**src/rtl/gpi_debouncer.sv**
```systemverilog
// rtl/gpi_debouncer.sv - front-panel button synchroniser, debouncer, press pulse and pending-event latch
// Each channel is filtered independently; evt_code reports the highest pending channel.
module gpi_debouncer #(
  parameter int CLK_PERIOD_ns    = 20,
  parameter int DEBOUNCE_TIME_ns = 0,
  parameter int WIDTH            = 4
) (
  input  logic             clk,
  input  logic             resetn,
  input  logic [WIDTH-1:0] gpi,
  output logic [WIDTH-1:0] level,
  output logic [WIDTH-1:0] press,
  output logic [WIDTH-1:0] pending,
  input  logic [WIDTH-1:0] ack,
  output logic             evt_valid,
  output logic [2:0]       evt_code
);

  localparam int N  = DEBOUNCE_TIME_ns / CLK_PERIOD_ns;
  localparam int NM = (N < 1) ? 1 : N;
  localparam int CW = $clog2(NM) + 1;
  localparam logic [CW-1:0] CNT_LAST = CW'(NM - 1);

  logic [WIDTH-1:0] s1;
  logic [WIDTH-1:0] s2;
  logic [WIDTH-1:0] level_d;
  logic [WIDTH-1:0] rise;
  logic [CW-1:0]    cnt [WIDTH];

  assign rise = level & ~level_d;

  always_ff @(posedge clk or negedge resetn) begin
    if (!resetn) begin
      s1 <= '0;
      s2 <= '0;
    end else begin
      s1 <= gpi;
      s2 <= s1;
    end
  end

  // Any cycle where s2 agrees with level restarts the stability count.
  always_ff @(posedge clk or negedge resetn) begin
    if (!resetn) begin
      level <= '0;
      for (int i = 0; i < WIDTH; i++) cnt[i] <= '0;
    end else begin
      for (int i = 0; i < WIDTH; i++) begin
        if (N == 0) begin
          level[i] <= s2[i];
        end else if (s2[i] == level[i]) begin
          cnt[i] <= '0;
        end else if (cnt[i] == CNT_LAST) begin
          level[i] <= s2[i];
          cnt[i]   <= '0;
        end else begin
          cnt[i] <= cnt[i] + 1'b1;
        end
      end
    end
  end

  // A fresh rise beats a simultaneous ack so no press is ever lost.
  always_ff @(posedge clk or negedge resetn) begin
    if (!resetn) begin
      level_d <= '0;
      press   <= '0;
      pending <= '0;
    end else begin
      level_d <= level;
      press   <= rise;
      pending <= (pending & ~ack) | rise;
    end
  end

  always_comb begin
    evt_code = 3'd0;
    for (int i = 0; i < WIDTH; i++) begin
      if (pending[i]) evt_code = 3'(i);
    end
    evt_valid = |pending;
  end

endmodule

```
**config.mk**
```make
export PLATFORM = sky130hd
export DESIGN_NAME = gpi_debouncer
export DESIGN_NICKNAME = d
export VERILOG_FILES = /design/src/rtl/gpi_debouncer.sv
export SDC_FILE = /design/constraint.sdc
export NUM_CORES = 1
export LEC_CHECK = 0
export ABC_CLOCK_PERIOD_IN_PS = 1400
export CAP_MARGIN = 20
export CORE_MARGIN = 2
export CORE_UTILIZATION = 41
export DETAILED_ROUTE_END_ITERATION = 10
export PLACE_DENSITY = 0.75
export RECOVER_POWER = 50
export SETUP_SLACK_MARGIN = 0.02
export SLEW_MARGIN = 10
export SYNTH_ARGS = -nofsm -noshare
export SYNTH_HDL_FRONTEND = slang
export SYNTH_SLANG_ARGS = --single-unit
```
**constraint.sdc**
```tcl
create_clock -name clk -period 1.4 [get_ports clk]
set_clock_uncertainty 0.1 [all_clocks]
set_input_delay 0.14 -clock clk [delete_from_list [all_inputs] [get_ports clk]]
set_output_delay 0.14 -clock clk [all_outputs]
set_load 0.01 [all_outputs]
```
==> results_dict.tcl <==
set metrics [dict create \
    detail-route-antenna-nets 0 \
    drt-total-wl_um 946 \
    crit_arrival_ns 1.35 \
    syn_avg_cell_area_um2 17.06 \
    numPortBuffers 24 \
    drv_cap 0 \
    fin_nets 84 \
    die_w_um 45.30 \
    cts_inserted_buffers 3 \
    dieArea_um2 2052 \
    finalSetupViolations 2 \
    clock_latency_ns 0.29 \
    crit_path_start_kind "flip-flop" \
    cp_top_family "simple AND/OR/NAND/NOR gates" \
    rsz0062_at_grt "yes" \
    p_leak_nw 0.4964 \
    post-place-ws_ns -0.2199 \
    worstHoldPathType "in2async" \
    status "finished with violations" \
    busiest_layer "met2" \
    die_h_um 45.30 \
    grt_use_total_pct 11.23 \
    finalHoldViolations 0 \
    crit_buf_inv 1 \
    overflow 0 \
    slowest_stage "dfrtp_1" \
    tns_ns -0.2243 \
    synth_cells 41 \
    critPathCaptureType "primary output" \
    first_pass_iters 3 \
    synth-seq-cells 24 \
    grt.met3_usage_pct 2.400 \
    path_clk_slew_ns 0.11 \
    viasPerCell 4.489 \
    num_vias 395 \
    clock-sinks 24 \
    worst-path-max-fanout 2 \
    maxSlewViolCount 0 \
    dpl.hpwl_um 718.7 \
    crit_type "reg2out" \
    drive_gt1_share_pct 16.67 \
    max-slew-margin-rel_pct 63.30 \
    syn2layout_area_growth_pct 41.68 \
    power.density_nw_per_um2 1163 \
    tightest_slew_ns 0.5506 \
    h-tree-depth 1 \
    critPathRequiredTime_ns 1.16 \
    met1_usage_pct 13.51 \
    grt_pass1_wl_mm 1.566 \
    clockBufferDepth 2 \
    period_needed_ns 1.590 \
    gp_congestion 0.6149 \
    synth.distinct_cells 10 \
    violations "setup timing" \
    grt_antenna_before_repair 0 \
    fmax_mhz 628.8 \
    hold_buffers 0 \
    ys_seq_area_share_pct 85.87 \
    max_stage_delay_ns 0.39 \
    synthesis.nets 51 \
    synth_warnings 0 \
    antenna_cells 0 \
    tritoncts "yes" \
    drt_iter0_markers 1 \
    drcViolationCount 0 \
    syn_area_um2 699.4 \
    period_share_pct 113.6 \
    ir_worst_vdd_mv 0.8514 \
    grt_max_degree 25 \
    path_cells "or2_1 > or3_1 > buf_2" \
    grt_use_met2_pct 17.43 \
    num_rows 14 \
    wl_per_cell_um 10.75 \
    grt_pass1_vias 387 \
    ioPinCount 26 \
    initial_utilization_pct 44.86 \
    layout_setup_ws_ns -0.1904 \
    root_buffer "clkbuf_4" \
    core-area_um2 1559 \
]
==> final timing paths <==
| check | to | start | slack [ns] | cells past startpoint |
|---|---|---|---|---|
| worst max-delay path | evt_valid | pending[2] | -0.19 | 3 |
| worst min-delay path | pending[1] | resetn | 0.24 | 2 |
| worst max register to register | pending[1] | level[1] | 0.39 | 3 |
| worst min register to register | level[0] | s2[0] | 0.26 | 0 |
| max in group asynchronous | pending[3] | resetn | 0.60 | 2 |
| min in group clk | level[0] | s2[0] | 0.26 | 0 |
==> final cells by class <==
cell class	instances	area, µm²
Multi-Input combinational cell	12	80.08
Inverter	4	15.01
Sequential cell	24	600.6
Timing Repair Buffer	29	252.7
Clock buffer	3	22.52
Fill cell	127	568.0
Tap cell	16	20.02
==> timing repair <==
action                     CTS  global route
buffers inserted             2             0
resized for setup           21             6
setup endpoints to repair   15             6
==> registers in the layout, indices dropped and copies added (netlist names) <==
signal / cells
level: 4
level_d: 4
pending: 4
press: 4
s1: 4
s2: 4
==> metrics by stage <==
step	instances	power (W)	util, %	area [µm²]	hold WS, ns
floorplan	41	0.0008010	-	699.4	-0.2556
global placement	83	0.0009091	62.52	974.7	0.2344
detailed placement	83	0.0009144	62.52	974.7	0.2355
CTS	88	0.001168	63.24	985.9	0.08183
global route	88	0.001213	63.56	991.0	0.2686
finish	88	0.001153	63.56	991.0	0.2440
==> synthesized netlist by cell type (all sizes together) <==
cell	count	area, µm²
a21o	2	15.01
buf	1	7.510
conb	1	3.750
dfrtp	24	600.6
inv	4	15.01
nor2b	4	25.02
o21ai	1	5.000
o21bai	2	15.01
or2	1	6.260
or3	1	6.260
==> cell usage in the layout (no fill, tap or decap) <==
master,n
a21o_1,2
buf_2,2
buf_4,4
clkbuf_2,1
clkbuf_4,3
clkdlybuf4s15_1,3
clkdlybuf4s50_1,4
conb_1,1
dfrtp_1,24
dlygate4sd2_1,10
dlygate4sd3_1,5
inv_1,3
inv_2,1
nor2b_1,4
o21ai_2,1
o21bai_1,2
or2_1,1
or3_1,1
==> cells by family after synthesis <==
family	synth area share, %
other	0.5362
DFF	85.87
AOI/OAI and AO/OA	5.007
and+or+nand+nor	5.367
buffers and inverters	3.220
==> where the power goes <==
| part | total [W] | switching [W] | internal (W) |
|---|---|---|---|
| clock | 0.000273 | 0.000173 | 0.000100 |
| combinational | 0.000134 | 0.0000604 | 0.0000736 |
| sequential | 0.000746 | 0.0000138 | 0.000732 |
==> metal layers <==
layer  wire (µm)  vias to the layer above  share of wire [%]
met5           0                        -                  0
met4           0                        0                  0
met3          88                        0                9.3
met2         447                       22                 47
met1         409                      187                 43
li1            -                      186                  -
No activity file was read; power rests on OpenSTA's default activity.
